## config.mk

```make
export PLATFORM = sky130hd
export DESIGN_NAME = id_stage_buf
export DESIGN_NICKNAME = d
export VERILOG_FILES = /design/src/rtl/cpu_pkg.sv /design/src/rtl/id_predecode.sv /design/src/rtl/id_stage_buf.sv
export SDC_FILE = /design/constraint.sdc
export NUM_CORES = 1
export LEC_CHECK = 0
export BUFFER_PORTS_ARGS = -buffer_cell sky130_fd_sc_hd__buf_4
export CORE_ASPECT_RATIO = 1.1
export CORE_MARGIN = 4
export CORE_UTILIZATION = 45
export DETAILED_ROUTE_END_ITERATION = 8
export HOLD_SLACK_MARGIN = 0.05
export PLACE_DENSITY_LB_ADDON = 0.3
export SLEW_MARGIN = 10
export SYNTH_ARGS = -nofsm -noshare
export SYNTH_HDL_FRONTEND = slang
export SYNTH_SLANG_ARGS = --single-unit
```

## constraint.sdc

```tcl
create_clock -name clk -period 1.8 [get_ports clk]
set_clock_uncertainty 0.2 [all_clocks]
set_input_delay 0.27 -clock clk [delete_from_list [all_inputs] [get_ports clk]]
set_output_delay 0.27 -clock clk [all_outputs]
set_load 0.005 [all_outputs]
```

## src/rtl/cpu_pkg.sv

```systemverilog
// Shared CPU-model types: opcode encodings, pre-decoded immediate info and
// the decode-buffer entry layout.
package cpu_pkg;

  localparam logic [5:0] OP_RTYPE = 6'h00;
  localparam logic [5:0] OP_J     = 6'h02;
  localparam logic [5:0] OP_JAL   = 6'h03;
  localparam logic [5:0] OP_BEQ   = 6'h04;
  localparam logic [5:0] OP_BNE   = 6'h05;
  localparam logic [5:0] OP_ADDI  = 6'h08;
  localparam logic [5:0] OP_ADDIU = 6'h09;
  localparam logic [5:0] OP_SLTI  = 6'h0A;
  localparam logic [5:0] OP_SLTIU = 6'h0B;
  localparam logic [5:0] OP_ANDI  = 6'h0C;
  localparam logic [5:0] OP_ORI   = 6'h0D;
  localparam logic [5:0] OP_XORI  = 6'h0E;
  localparam logic [5:0] OP_LUI   = 6'h0F;
  localparam logic [5:0] OP_LB    = 6'h20;
  localparam logic [5:0] OP_LH    = 6'h21;
  localparam logic [5:0] OP_LW    = 6'h23;
  localparam logic [5:0] OP_LBU   = 6'h24;
  localparam logic [5:0] OP_LHU   = 6'h25;
  localparam logic [5:0] OP_SB    = 6'h28;
  localparam logic [5:0] OP_SH    = 6'h29;
  localparam logic [5:0] OP_SW    = 6'h2B;

  typedef struct packed {
    logic [15:0] imm;
    logic        sext;
    logic        has_imm;
    logic        illegal;
  } dec_t;

  typedef struct packed {
    logic        valid;
    logic [31:0] instr;
    logic [31:0] pc;
    dec_t        dec;
  } entry_t;

endpackage

```

## src/rtl/id_predecode.sv

```systemverilog
// Combinational opcode pre-decode: classifies the immediate (signed,
// unsigned or absent) and flags opcodes outside the supported set.
module id_predecode
  import cpu_pkg::*;
(
  input  logic [31:0] instr_i,
  output dec_t        dec_o
);

  logic [5:0] opcode;
  assign opcode = instr_i[31:26];

  always_comb begin
    dec_o.imm     = instr_i[15:0];
    dec_o.sext    = 1'b0;
    dec_o.has_imm = 1'b0;
    dec_o.illegal = 1'b0;
    case (opcode)
      OP_BEQ, OP_BNE, OP_ADDI, OP_ADDIU, OP_SLTI, OP_SLTIU,
      OP_LB, OP_LH, OP_LW, OP_LBU, OP_LHU, OP_SB, OP_SH, OP_SW: begin
        dec_o.sext    = 1'b1;
        dec_o.has_imm = 1'b1;
      end
      OP_ANDI, OP_ORI, OP_XORI, OP_LUI: begin
        dec_o.has_imm = 1'b1;
      end
      OP_RTYPE, OP_J, OP_JAL: begin
        dec_o.has_imm = 1'b0;
      end
      default: begin
        dec_o.illegal = 1'b1;
      end
    endcase
  end

endmodule

```

## src/rtl/id_stage_buf.sv

```systemverilog
// Decode-stage input buffer: 2-entry skid buffer (main drives the outputs)
// holding instructions that were pre-decoded on the way in.
module id_stage_buf
  import cpu_pkg::*;
#(
  parameter logic [31:0] RESET_PC = 32'h0000_0000
) (
  input  logic        clk,
  input  logic        rst_n,
  input  logic        in_valid,
  output logic        in_ready,
  input  logic [31:0] in_instr,
  input  logic [31:0] in_pc,
  input  logic        flush,
  output logic        out_valid,
  input  logic        out_ready,
  output logic [31:0] out_instr,
  output logic [31:0] out_pc,
  output logic [15:0] out_imm,
  output logic        out_sext,
  output logic        out_has_imm,
  output logic        out_illegal
);

  // Handshake: a word moves on a side only in a cycle where that side's
  // valid and ready are both high; valid never depends on ready, and
  // in_ready is a flop (!skid valid), never a path from out_ready.

  // Empty slots hold a clean payload so the outputs are plain flop outputs.
  localparam entry_t EMPTY_E = '{valid: 1'b0, instr: 32'h0, pc: RESET_PC, dec: '0};

  entry_t main_q, main_d;
  entry_t skid_q, skid_d;
  entry_t in_e;
  dec_t   in_dec;
  logic   acc;
  logic   pop;

  id_predecode u_predecode (
    .instr_i (in_instr),
    .dec_o   (in_dec)
  );

  assign in_e = '{valid: 1'b1, instr: in_instr, pc: in_pc, dec: in_dec};
  assign acc  = in_valid && in_ready;
  assign pop  = main_q.valid && out_ready;

  always_comb begin
    main_d = main_q;
    skid_d = skid_q;
    if (flush) begin
      main_d = EMPTY_E;
      skid_d = EMPTY_E;
    end else if (!main_q.valid || pop) begin
      if (skid_q.valid) begin
        main_d = skid_q;
        skid_d = acc ? in_e : EMPTY_E;
      end else begin
        main_d = acc ? in_e : EMPTY_E;
      end
    end else if (acc) begin
      skid_d = in_e;
    end
  end

  always_ff @(posedge clk or negedge rst_n) begin
    if (!rst_n) begin
      main_q <= EMPTY_E;
      skid_q <= EMPTY_E;
    end else begin
      main_q <= main_d;
      skid_q <= skid_d;
    end
  end

  assign in_ready    = !skid_q.valid;
  assign out_valid   = main_q.valid;
  assign out_instr   = main_q.instr;
  assign out_pc      = main_q.pc;
  assign out_imm     = main_q.dec.imm;
  assign out_sext    = main_q.dec.sext;
  assign out_has_imm = main_q.dec.has_imm;
  assign out_illegal = main_q.dec.illegal;

endmodule

```

==> results of run 1 <==
-- registers in the layout, summed over array words and instances (netlist names) --
signal	cells
out_illegal	1
out_sext	1
skid_q	68
out_instr	32
out_valid	1
out_pc	32
out_has_imm	1
-- worst paths after layout --
check,start,endpoint,depth (start not counted)
worst min register to register,out_pc[27],out_pc[27],2
max in group asynchronous,rst_n,skid_q[45],3
worst max-delay path,in_instr[26],out_illegal,6
min in group asynchronous,rst_n,out_instr[16],2
worst min-delay path,in_instr[27],skid_q[2],4
worst max register to register,out_valid,skid_q[43],6
-- routing by layer --
layer / track usage / vias up
met3: 0.0565 / 24
met2: 0.359 / 191
met5: 0 / -
li1: - / 2210
met4: 0.0776 / 0
met1: 0.294 / 2424
-- Yosys cell counts, types with 2 or more instances --
cell / number / area share
buf_6: 4 / 0.0080
a22o_1: 64 / 0.10
nor3_1: 3 / 0.0027
dfrtp_1: 136 / 0.61
nand2b_1: 2 / 0.0022
o21ai_0: 67 / 0.060
buf_4: 19 / 0.025
buf_2: 17 / 0.015
a32oi_1: 2 / 0.0031
nand2_1: 68 / 0.045
a21oi_1: 3 / 0.0027
nor2_1: 4 / 0.0027
o2bb2ai_1: 3 / 0.0047
inv_1: 2 / 0.0013
clkbuf_1: 20 / 0.013
a22oi_1: 64 / 0.086
nor2b_1: 4 / 0.0045
-- cell usage in the layout, fill, tap and decap left out, types with 2 or more instances in the layout --
cell           synthesis  routed
o21ai_0               67      67
nor2b_1                4       3
a22oi_1               64      64
buf_4                 19     162
clkinv_2               0       2
a21oi_1                3       3
bufinv_16              0       3
buf_6                  4       3
clkbuf_8               0       5
clkinvlp_4             0       2
buf_12                 0       8
nor3_1                 3       3
clkbuf_1              20       2
nand2_1               68      68
o2bb2ai_1              3       3
dfrtp_1              136     135
a22o_1                64      64
a32oi_1                2       2
nor2_1                 4       3
inv_1                  2       2
dlygate4sd3_1          0      66
clkbuf_16              0      18
-- metrics by stage --
stage	hold slack (ps)	cells	instance area, um^2
finish	71.0	859	8220
global route	112	859	8220
CTS	58.3	856	8160
detailed placement	52.6	758	6870
global placement	46.3	758	6870
floorplan	-226	494	5620
-- repair_timing --
item / CTS / global route
endpoints found under the hold margin: 268 / 0
resized for setup: 0 / 5
endpoints found under the setup margin: 0 / 82
hold buffers: 67 / 0
buffers inserted: 0 / 2
-- critical path, stage by stage --
cell and delay (ps):
dlygate4sd3_1 530, buf_4 120, or4b_4 470, a21oi_4 180, a2111oi_1 80, o31ai_2 190
-- logic make-up (layout without fill, tap and decap cells) --
logic type,count (synthesis),count (layout)
AND/OR/NAND/NOR,85,85
AO/OA/AOI/OAI,210,210
flip-flops,136,136
buffers and inverters,63,274
-- cell type report --
class / instances / area (um^2) / area share
Clock buffer: 24 / 502 / 0.0610
Timing Repair Buffer: 241 / 2110 / 0.256
Inverter: 2 / 7.51 / 0.000913
Tap cell: 154 / 193 / 0.0234
Multi-Input combinational cell: 295 / 1890 / 0.230
Clock inverter: 7 / 115 / 0.0140
Sequential cell: 136 / 3400 / 0.414
-- report_power, final --
part / switching, W / total [W] / internal (W)
sequential: 0.0000706 / 0.00324 / 0.00317
clock: 0.00124 / 0.00359 / 0.00235
combinational: 0.000402 / 0.000845 / 0.000443
total: 0.00171 / 0.00768 / 0.00596
==> qor.json, run 1 <==
{
  "run_status": "completed",
  "synth-edff-count": 0,
  "synth_area_per_cell_um2": 11.4,
  "rows": 42,
  "first_global_vias": 5038,
  "hold_path.class": "in2reg",
  "via_per_inst": 5.64,
  "drt-initial-drc-count": 292,
  "critPathArrivalTime_ps": 1840,
  "dieHeight_um": 125,
  "setup_viols_final": 0,
  "post-dp-hpwl_mm": 9.51,
  "wire_length_of_the_first_global_routing_pass_mm": 25.7,
  "drtAntennaViolNets": 0,
  "slew_headroom": 0.642,
  "drtPass1Iterations": 4,
  "synthMuxAreaShare": 0,
  "area_growth_syn_to_layout_pct": 46.4,
  "cts_inserted_buffers": 17,
  "dpl_worst_slack_ps": 58.3,
  "r2r_slack_ps": 110,
  "cts-root-to-sink-buffers": 2,
  "timing_worst_setup_path_type": "in2reg",
  "num_vias": 4849,
  "synthesis.area_mm2": 0.00562,
  "count_of_unique_library_cells_instantiated_by_yosys": 29,
  "main_flop_type_after_synthesis": "dfrtp_1",
  "postSynth.asyncResetShare": 1.00,
  "wl_per_cell_um": 18.6,
  "synth.net_count": 563,
  "launching_element_type_of_the_critical_path": "primary input",
  "seq_area_frac_synth": 0.606,
  "largest_family_of_logic_cells_by_synthesized_area": "compound AO/OA/AOI/OAI gates",
  "yosys_warnings": 0,
  "fin_crit_ps": 1720,
  "cts.sinks": 136,
  "ir_drop_worst_vdd_mv": 0.573,
  "antenna-diode-count": 0,
  "drc": 0,
  "drive_gt1_frac": 0.301,
  "complex_gate_fraction_of_the_synthesized_area": 0.268,
  "route.met3.wl_mm": 1.13,
  "total_power_w": 0.00768,
  "worstPathMaxFanout": 4,
  "slew_violations": 0,
  "port-buffer-count": 153,
  "layout.core_utilization": 0.677,
  "die-width_um": 115,
  "fin_ws_ps": 79.4,
  "boundaryPins": 154,
  "worst-endpoint-required_ps": 1920,
  "finalWirelength_mm": 16.0,
  "grt_antenna_before_repair": 0,
  "cp-end-kind": "flip-flop",
  "grt_max_degree": 69,
  "timing_worst_slew_pin_value_ps": 530,
  "cts.clk_slew.worst_paths_ps": 60,
  "synth_xor_area_frac": 0,
  "setup-tns-final_ps": 0,
  "routabilityCongestion": 0.827,
  "post_synth_fa_ha_maj_area_fraction": 0,
  "wirelength_met1_mm": 6.74,
  "fillers": 900,
  "clock_latency_ps": 410,
  "power_per_cell_area_mw_per_mm2": 934,
  "achievable-frequency_mhz": 581,
  "yosys_register_bits": 136,
  "post_syn_instances": 494,
  "detailroute.wirelength.met2_mm": 7.84,
  "initial_core_util": 0.463,
  "grt_setup_unrepaired": "false",
  "max_cap_violations": 0,
  "timing.final.crit_share": 0.956,
  "timing_hold_violations_final": 0,
  "fp.coreArea_mm2": 0.0121,
  "floorplan.die_area_mm2": 0.0143,
  "total_leakage_power_nw": 3.92,
  "cts.root.buffer_cell": "clkbuf_16",
  "globalRoute.totalOverflow": 0,
  "h-tree-depth": 4,
  "maxUsedRoutingLayer": "met4",
  "simple_gate_share_of_the_synthesized_area": 0.0624,
  "grt_util_all_layers": 0.223,
  "num-nets-final": 762,
  "cts_tree": "yes"
}
No activity file was read; power rests on OpenSTA's default activity.
==> run 2: changes to the inputs <==
Settings changed: ABC_AREA set to 1.
==> run 2 against run 1 <==
Compared with the run above: worst hold slack better by 7.4 ps; global-route usage down 1.6 points; maximum frequency down 3.4%; first-iteration DRC count up 29%; final cell count up 16%; sequential power about the same; area after synthesis up 14%; critical path depth up 7; critical path type unchanged; sequential cell count unchanged; design area up 8.9%.
==> qor.json, run 2 <==
{
  "mostFrequentLayoutCells": {"value": "160 x buf_4, 135 x dfrtp_1, 133 x inv_1", "change": "was 162 x buf_4, 135 x dfrtp_1, 68 x nand2_1"},
  "final_common_cell": {"value": "buf_4", "change": "unchanged"},
  "boundaryPins": {"value": 154, "change": "unchanged"},
  "num-nets-final": {"value": 863, "change": "was 762"},
  "achievable-frequency": {"value": 561, "unit": "MHz", "change": "was 581 MHz"},
  "synthesis.area": {"value": 0.00641, "unit": "mm^2", "change": "was 0.00562 mm^2"},
  "h-tree-depth": {"value": 4, "change": "unchanged"},
  "drtAntennaViolNets": {"value": 0, "change": "unchanged"},
  "routabilityCongestion": {"value": 0.794, "change": "was 0.827"},
  "synth.net_count": {"value": 663, "change": "was 563"},
  "cts-root-to-sink-buffers": {"value": 2, "change": "unchanged"},
  "fin_ws": {"value": 18.0, "unit": "ps", "change": "was 79.4 ps"},
  "critPathArrivalTime": {"value": 1930, "unit": "ps", "change": "was 1840 ps"},
  "run_status": {"value": "completed", "change": "unchanged"},
  "multi_input_combinational_cell_area": {"value": 0.00212, "unit": "mm^2", "change": "was 0.00189 mm^2"},
  "first_global_vias": {"value": 5481, "change": "was 5038"},
  "hp-start": {"value": "out_ready", "change": "was in_instr[27]"},
  "rows": {"value": 45, "change": "was 42"},
  "finalInstanceArea": {"value": 0.00895, "unit": "mm^2", "change": "was 0.00822 mm^2"},
  "initial_core_util": {"value": 0.461, "change": "was 0.463"},
  "synthMuxAreaShare": {"value": 0, "change": "unchanged"},
  "floorplan.die_area": {"value": 0.0162, "unit": "mm^2", "change": "was 0.0143 mm^2"},
  "drc": {"value": 0, "change": "unchanged"},
  "end_of_the_worst_register_to_register_path": {"value": "skid_q[0]", "change": "was skid_q[43]"},
  "post_syn_instances": {"value": 594, "change": "was 494"},
  "dieHeight": {"value": 133, "unit": "um", "change": "was 125 um"},
  "max_cap_violations": {"value": 0, "change": "unchanged"},
  "main_flop_type_after_synthesis": {"value": "dfrtp_1", "change": "unchanged"},
  "grt_setup_unrepaired": {"value": "true", "change": "was false"},
  "ys_top_cells_by_area": {"value": "dfrtp_1 53%, o22ai_2 12%, a22o_1 8.8%, inv_1 8.0%, o22ai_1 6.6%", "change": "was dfrtp_1 61%, a22o_1 10%, a22oi_1 8.6%, o21ai_0 6.0%, nand2_1 4.5%"},
  "regArea": {"value": 0.00340, "unit": "mm^2", "change": "unchanged"},
  "synth.cells.most_frequent": {"value": "136 x dfrtp_1, 136 x inv_1, 68 x o22ai_1", "change": "was 136 x dfrtp_1, 68 x nand2_1, 67 x o21ai_0"},
  "critPathLaunch": {"value": "in_instr[27]", "change": "was in_instr[26]"},
  "hold_slack": {"value": 78.4, "unit": "ps", "change": "was 71.0 ps"},
  "grt_util_all_layers": {"value": 0.207, "change": "was 0.223"},
  "fp.coreArea": {"value": 0.0139, "unit": "mm^2", "change": "was 0.0121 mm^2"},
  "ir_drop_worst_vdd": {"value": 0.601, "unit": "mV", "change": "was 0.573 mV"},
  "worst-endpoint-required": {"value": 1950, "unit": "ps", "change": "was 1920 ps"},
  "total_leakage_power": {"value": 4.43, "unit": "nW", "change": "was 3.92 nW"},
  "post-dp-hpwl": {"value": 10.5, "unit": "mm", "change": "was 9.51 mm"},
  "cts_inserted_buffers": {"value": 17, "change": "unchanged"},
  "ff_to_ff_start": {"value": "skid_q[83]", "change": "was out_valid"},
  "port-buffer-count": {"value": 153, "change": "unchanged"},
  "synth.largest_area_cell": {"value": "dfrtp_1", "change": "unchanged"},
  "wire_length_of_the_first_global_routing_pass": {"value": 26.8, "unit": "mm", "change": "was 25.7 mm"},
  "via_per_inst": {"value": 5.26, "change": "was 5.64"},
  "largest_family_of_logic_cells_by_synthesized_area": {"value": "compound AO/OA/AOI/OAI gates", "change": "unchanged"},
  "wl_per_cell": {"value": 16.5, "unit": "um", "change": "was 18.6 um"},
  "timing.critical_path.to": {"value": "out_sext", "change": "was out_illegal"},
  "antenna-diode-count": {"value": 0, "change": "unchanged"},
  "synth-edff-count": {"value": 0, "change": "unchanged"},
  "largest_register_ff_count": {"value": 68, "change": "unchanged"},
  "globalRoute.totalOverflow": {"value": 0, "change": "unchanged"},
  "setup-tns-final": {"value": 0, "unit": "ps", "change": "unchanged"},
  "largest_register": {"value": "skid_q", "change": "unchanged"},
  "slew_headroom": {"value": 0.749, "change": "was 0.642"},
  "count_of_unique_library_cells_instantiated_by_yosys": {"value": 25, "change": "was 29"},
  "die-width": {"value": 122, "unit": "um", "change": "was 115 um"},
  "yosys_warnings": {"value": 0, "change": "unchanged"},
  "hold_path.class": {"value": "in2reg", "change": "unchanged"},
  "num_vias": {"value": 5232, "change": "was 4849"},
  "setup_viols_final": {"value": 0, "change": "unchanged"},
  "drtPass1Iterations": {"value": 5, "change": "was 4"},
  "finalWirelength": {"value": 16.4, "unit": "mm", "change": "was 16.0 mm"},
  "dpl_worst_slack": {"value": 54.7, "unit": "ps", "change": "was 58.3 ps"},
  "r2r_slack": {"value": 100, "unit": "ps", "change": "was 110 ps"},
  "area_growth_syn_to_layout": {"value": 39.8, "unit": "%", "change": "was 46.4%"},
  "grt_antenna_before_repair": {"value": 0, "change": "unchanged"},
  "cts.sinks": {"value": 136, "change": "unchanged"},
  "slew_violations": {"value": 0, "change": "unchanged"},
  "drive_gt1_frac": {"value": 0.352, "change": "was 0.301"},
  "yosys_register_bits": {"value": 136, "change": "unchanged"},
  "launching_element_type_of_the_critical_path": {"value": "primary input", "change": "unchanged"},
  "synth_xor_area_frac": {"value": 0, "change": "unchanged"},
  "fillers": {"value": 1027, "change": "was 900"},
  "ff2ff_path_depth": {"value": 5, "change": "was 6"},
  "grt_max_degree": {"value": 68, "change": "was 69"},
  "cts.root.buffer_cell": {"value": "clkbuf_16", "change": "unchanged"},
  "synthDominantCellAreaShare": {"value": 0.531, "change": "was 0.606"},
  "cts.clk_slew.worst_paths": {"value": 60, "unit": "ps", "change": "about the same"},
  "postSynth.asyncResetShare": {"value": 1.00, "change": "unchanged"},
  "simple_gate_share_of_the_synthesized_area": {"value": 0.0449, "change": "was 0.0624"},
  "cts_tree": {"value": "yes", "change": "unchanged"},
  "timing_hold_violations_final": {"value": 0, "change": "unchanged"},
  "timing.final.crit_share": {"value": 0.990, "change": "was 0.956"},
  "synth_area_per_cell": {"value": 10.8, "unit": "um^2", "change": "was 11.4 um^2"},
  "worstPathMaxFanout": {"value": 6, "change": "was 4"},
  "dpl-instance-area": {"value": 0.00761, "unit": "mm^2", "change": "was 0.00687 mm^2"},
  "complex_gate_fraction_of_the_synthesized_area": {"value": 0.281, "change": "was 0.268"},
  "seq_area_frac_synth": {"value": 0.531, "change": "was 0.606"},
  "post_synth_fa_ha_maj_area_fraction": {"value": 0, "change": "unchanged"},
  "drt-initial-drc-count": {"value": 376, "change": "was 292"},
  "timing_worst_slew_pin_value": {"value": 377, "unit": "ps", "change": "was 530 ps"},
  "power_per_cell_area": {"value": 852, "unit": "mW/mm^2", "change": "was 934 mW/mm^2"},
  "timing_worst_setup_path_type": {"value": "in2reg", "change": "unchanged"},
  "cp-end-kind": {"value": "flip-flop", "change": "unchanged"},
  "clock_latency": {"value": 420, "unit": "ps", "change": "was 410 ps"},
  "fin_crit": {"value": 1780, "unit": "ps", "change": "was 1720 ps"}
}
## run 2: metal layers
metal / part of all wire / track usage / vias to the layer above
met5: 0 / 0 / -
met4: 0.017 / 0.0747 / 0
met3: 0.064 / 0.0658 / 29
met2: 0.49 / 0.334 / 193
met1: 0.43 / 0.262 / 2582
li1: - / - / 2428
## run 2: area by class of cell
type                            count  share of cell area
Clock buffer                       20              0.0510
Sequential cell                   136               0.380
Inverter                          141              0.0612
Clock inverter                     11              0.0138
Multi-Input combinational cell    260               0.237
Tap cell                          188              0.0263
Timing Repair Buffer              238               0.231
## run 2: timing repair
item	CTS	global route
pin swaps	0	5
setup endpoints to repair	1	63
hold buffers	68	0
setup buffers	0	3
endpoints found under the hold margin	208	0
resized for setup	4	24
## run 2: critical path: stages
cell and delay [ps]:
dlygate4sd3_1 540, buf_4 160, nor2_2 170, nand2_2 90, nand2_1 90, nand2_1 60, nand2_1 100, nor2_4 60
nand2_2 60, nand2_1 50, o21ai_1 90, nand2_1 100, nand2_1 80
## run 2: per-stage QoR
step / util / power, W / std cells
floorplan: - / 0.00375 / 594
finish: 0.644 / 0.00763 / 994
global route: 0.644 / 0.00797 / 994
CTS: 0.639 / 0.00770 / 994
global placement: 0.548 / 0.00415 / 895
detailed placement: 0.548 / 0.00417 / 895
## run 2: kinds of logic after synthesis
kind of cell | count (synthesis)
AO/OA/AOI/OAI | 201
AND/OR/NAND/NOR | 59
flip-flops | 136
buffers and inverters | 198
## run 2: power by group
part,total (W),internal [W],switching [W]
Sequential,0.00323,0.00317,0.0000610
Clock,0.00337,0.00210,0.00127
Combinational,0.00103,0.000510,0.000520
## run 2: worst min path at each step
stage | cells after the start | to | slack (ps)
2_1_floorplan | 0 | out_has_imm | -230
3_3_place_gp | 1 | out_instr[14] | -10
3_5_place_dp | 1 | out_instr[12] | -8
4_1_cts | 6 | skid_q[83] | 60
5_1_grt | 6 | skid_q[83] | 80
6_report | 6 | skid_q[83] | 80
==> run 3: changes to the inputs <==
Settings changed: CORE_MARGIN 4 to 3.
==> run 3 against run 2 <==
Compared with the run above: sequential power about the same; die area down 3.1%; sequential share of layout area decreased by 0.20 points; count of clock-buffer cells in the layout unchanged; power is 0.21% lower; critical path type is now reg2out; critical endpoint is now in_ready; sequential cell count did not move; register-to-register slack hardly changed.
==> qor.json, run 3 (synthesized netlist as in run 2, its figures left out) <==
{
  "ff2ff_path_depth": {"value": 5, "change": "unchanged"},
  "die-width": {"value": 120, "unit": "um", "change": "was 122 um"},
  "num_vias": {"value": 5351, "change": "was 5232"},
  "ir_drop_worst_vdd": {"value": 0.497, "unit": "mV", "change": "was 0.601 mV"},
  "cts-root-to-sink-buffers": {"value": 2, "change": "unchanged"},
  "routabilityCongestion": {"value": 0.896, "change": "was 0.794"},
  "r2r_slack": {"value": 90, "unit": "ps", "change": "was 100 ps"},
  "floorplan.die_area": {"value": 0.0157, "unit": "mm^2", "change": "was 0.0162 mm^2"},
  "critPathArrivalTime": {"value": 1270, "unit": "ps", "change": "was 1930 ps"},
  "total_leakage_power": {"value": 4.46, "unit": "nW", "change": "was 4.43 nW"},
  "area_growth_syn_to_layout": {"value": 40.5, "unit": "%", "change": "was 39.8%"},
  "timing_hold_violations_final": {"value": 0, "change": "unchanged"},
  "final_common_cell": {"value": "buf_4", "change": "unchanged"},
  "wl_per_cell": {"value": 17.2, "unit": "um", "change": "was 16.5 um"},
  "finalWirelength": {"value": 17.2, "unit": "mm", "change": "was 16.4 mm"},
  "antenna-diode-count": {"value": 0, "change": "unchanged"},
  "drtAntennaViolNets": {"value": 0, "change": "unchanged"},
  "post-dp-hpwl": {"value": 10.5, "unit": "mm", "change": "about the same"},
  "cts.clk_slew.worst_paths": {"value": 60, "unit": "ps", "change": "about the same"},
  "hp-start": {"value": "out_ready", "change": "unchanged"},
  "hold_path_depth": {"value": 6, "change": "unchanged"},
  "cts_inserted_buffers": {"value": 17, "change": "unchanged"},
  "worstPathMaxFanout": {"value": 15, "change": "was 6"},
  "hold_path_end": {"value": "skid_q[83]", "change": "unchanged"},
  "run_status": {"value": "completed", "change": "unchanged"},
  "power.clock.fraction": {"value": 0.439, "change": "was 0.442"},
  "slew_violations": {"value": 0, "change": "unchanged"},
  "clock_latency": {"value": 420, "unit": "ps", "change": "about the same"},
  "via_per_inst": {"value": 5.37, "change": "was 5.26"},
  "power.switching": {"value": 0.00195, "unit": "W", "change": "was 0.00185 W"},
  "ff_to_ff_start": {"value": "skid_q[83]", "change": "unchanged"},
  "power.share.switching": {"value": 0.256, "change": "was 0.243"},
  "port-buffer-count": {"value": 153, "change": "unchanged"},
  "timing_worst_slew_pin_value": {"value": 474, "unit": "ps", "change": "was 377 ps"},
  "globalRoute.totalOverflow": {"value": 0, "change": "unchanged"},
  "rows": {"value": 45, "change": "unchanged"},
  "wire_length_of_the_first_global_routing_pass": {"value": 27.5, "unit": "mm", "change": "was 26.8 mm"},
  "cp-end-kind": {"value": "primary output", "change": "was flip-flop"},
  "max_cap_violations": {"value": 0, "change": "unchanged"},
  "h-tree-depth": {"value": 4, "change": "unchanged"},
  "initial_core_util": {"value": 0.463, "change": "was 0.461"},
  "drtPass1Iterations": {"value": 5, "change": "unchanged"},
  "drive_gt1_frac": {"value": 0.353, "change": "was 0.352"},
  "largest_register": {"value": "skid_q", "change": "unchanged"},
  "seq_power_share": {"value": 0.424, "change": "was 0.423"},
  "fin_ws": {"value": 57.4, "unit": "ps", "change": "was 18.0 ps"},
  "boundaryPins": {"value": 154, "change": "unchanged"},
  "layout.core_utilization": {"value": 0.650, "change": "was 0.644"},
  "drc": {"value": 0, "change": "unchanged"},
  "first_global_vias": {"value": 5365, "change": "was 5481"},
  "cts_tree": {"value": "yes", "change": "unchanged"},
  "dpl_worst_slack": {"value": 105, "unit": "ps", "change": "was 54.7 ps"},
  "drt-initial-drc-count": {"value": 379, "change": "was 376"},
  "worst-endpoint-required": {"value": 1330, "unit": "ps", "change": "was 1950 ps"},
  "fp.coreArea": {"value": 0.0139, "unit": "mm^2", "change": "about the same"},
  "grt_max_degree": {"value": 45, "change": "was 68"},
  "hold_path.class": {"value": "in2reg", "change": "unchanged"},
  "power.share.combinational": {"value": 0.137, "change": "was 0.135"},
  "mostFrequentLayoutCells": {"value": "157 x buf_4, 136 x dfrtp_1, 134 x inv_1", "change": "was 160 x buf_4, 135 x dfrtp_1, 133 x inv_1"},
  "slew_headroom": {"value": 0.684, "change": "was 0.749"},
  "power_per_cell_area": {"value": 846, "unit": "mW/mm^2", "change": "was 852 mW/mm^2"},
  "launching_element_type_of_the_critical_path": {"value": "flip-flop", "change": "was primary input"},
  "grt_util_all_layers": {"value": 0.219, "change": "was 0.207"},
  "dieHeight": {"value": 131, "unit": "um", "change": "was 133 um"},
  "achievable-frequency": {"value": 574, "unit": "MHz", "change": "was 561 MHz"},
  "timing.final.crit_share": {"value": 0.968, "change": "was 0.990"},
  "grt_setup_unrepaired": {"value": "true", "change": "unchanged"},
  "grt_antenna_before_repair": {"value": 0, "change": "unchanged"},
  "fin_crit": {"value": 1740, "unit": "ps", "change": "was 1780 ps"},
  "cts.root.buffer_cell": {"value": "clkbuf_16", "change": "unchanged"},
  "timing_worst_setup_path_type": {"value": "reg2out", "change": "was in2reg"},
  "cts.sinks": {"value": 136, "change": "unchanged"},
  "num-nets-final": {"value": 864, "change": "was 863"},
  "largest_register_ff_count": {"value": 68, "change": "unchanged"},
  "setup_viols_final": {"value": 0, "change": "unchanged"},
  "p_int": {"value": 0.00567, "unit": "W", "change": "was 0.00578 W"},
  "end_of_the_worst_register_to_register_path": {"value": "skid_q[2]", "change": "was skid_q[0]"}
}
run 3: layout make-up:
type                       count  area [um^2]
clock inverter                12          120
inverter                     141          542
fill                        1068         4850
timing repair buffer         239         2120
sequential                   136         3400
tap                          188          235
multi-input combinational    260         2120
clock buffer                  20          457
run 3: power by group through the flow:
stage / registers (W) / logic [W] / clock network [W]
detailed placement: 0.00328 / 0.000896 / 0
floorplan: 0.00328 / 0.000475 / 0
global placement: 0.00328 / 0.000874 / 0
finish: 0.00323 / 0.00105 / 0.00334
CTS: 0.00323 / 0.00102 / 0.00340
global route: 0.00324 / 0.00113 / 0.00355
run 3: worst max-delay path, stage by stage, from the launching register on:
cell and delay [ps]:
dfrtp_1 440, inv_4 130, buf_12 160, buf_4 120
run 3: worst max path at each step:
stage	from	endpoint	depth (start not counted)
2_1_floorplan	out_valid	skid_q[81]	9
3_3_place_gp	skid_q[83]	skid_q[38]	5
3_5_place_dp	out_ready	skid_q[57]	9
4_1_cts	in_instr[29]	out_has_imm	12
5_1_grt	in_instr[28]	out_has_imm	14
6_report	skid_q[83]	in_ready	3
run 3: routing by layer:
| metal | vias to the layer above | track usage | wire length, um |
|---|---|---|---|
| li1 | 2429 | - | - |
| met2 | 256 | 0.348 | 8410 |
| met5 | - | 0 | 0 |
| met1 | 2625 | 0.287 | 7140 |
| met3 | 41 | 0.0495 | 1260 |
| met4 | 0 | 0.0942 | 369 |
run 3: stage by stage:
stage          hold slack (ps)  cell area (um^2)  instances  total power (W)  TNS, ps
3_5_place_dp              6.96              7610        894          0.00418        0
4_1_cts                   59.8              8920        996          0.00765        0
3_3_place_gp             -1.68              7610        894          0.00415        0
6_report                  79.8              9000        996          0.00762        0
2_1_floorplan             -226              6410        594          0.00375        0
5_1_grt                   85.9              9000        996          0.00792    -26.8
run 3: what timing repair did:
item / 4_1_cts / 5_1_grt
resized for setup: 3 / 23
pin swaps: 0 / 7
hold endpoints to repair: 207 / 0
setup buffers: 1 / 0
cloned: 1 / 1
endpoints found under the setup margin: 1 / 19
hold buffers: 68 / 0
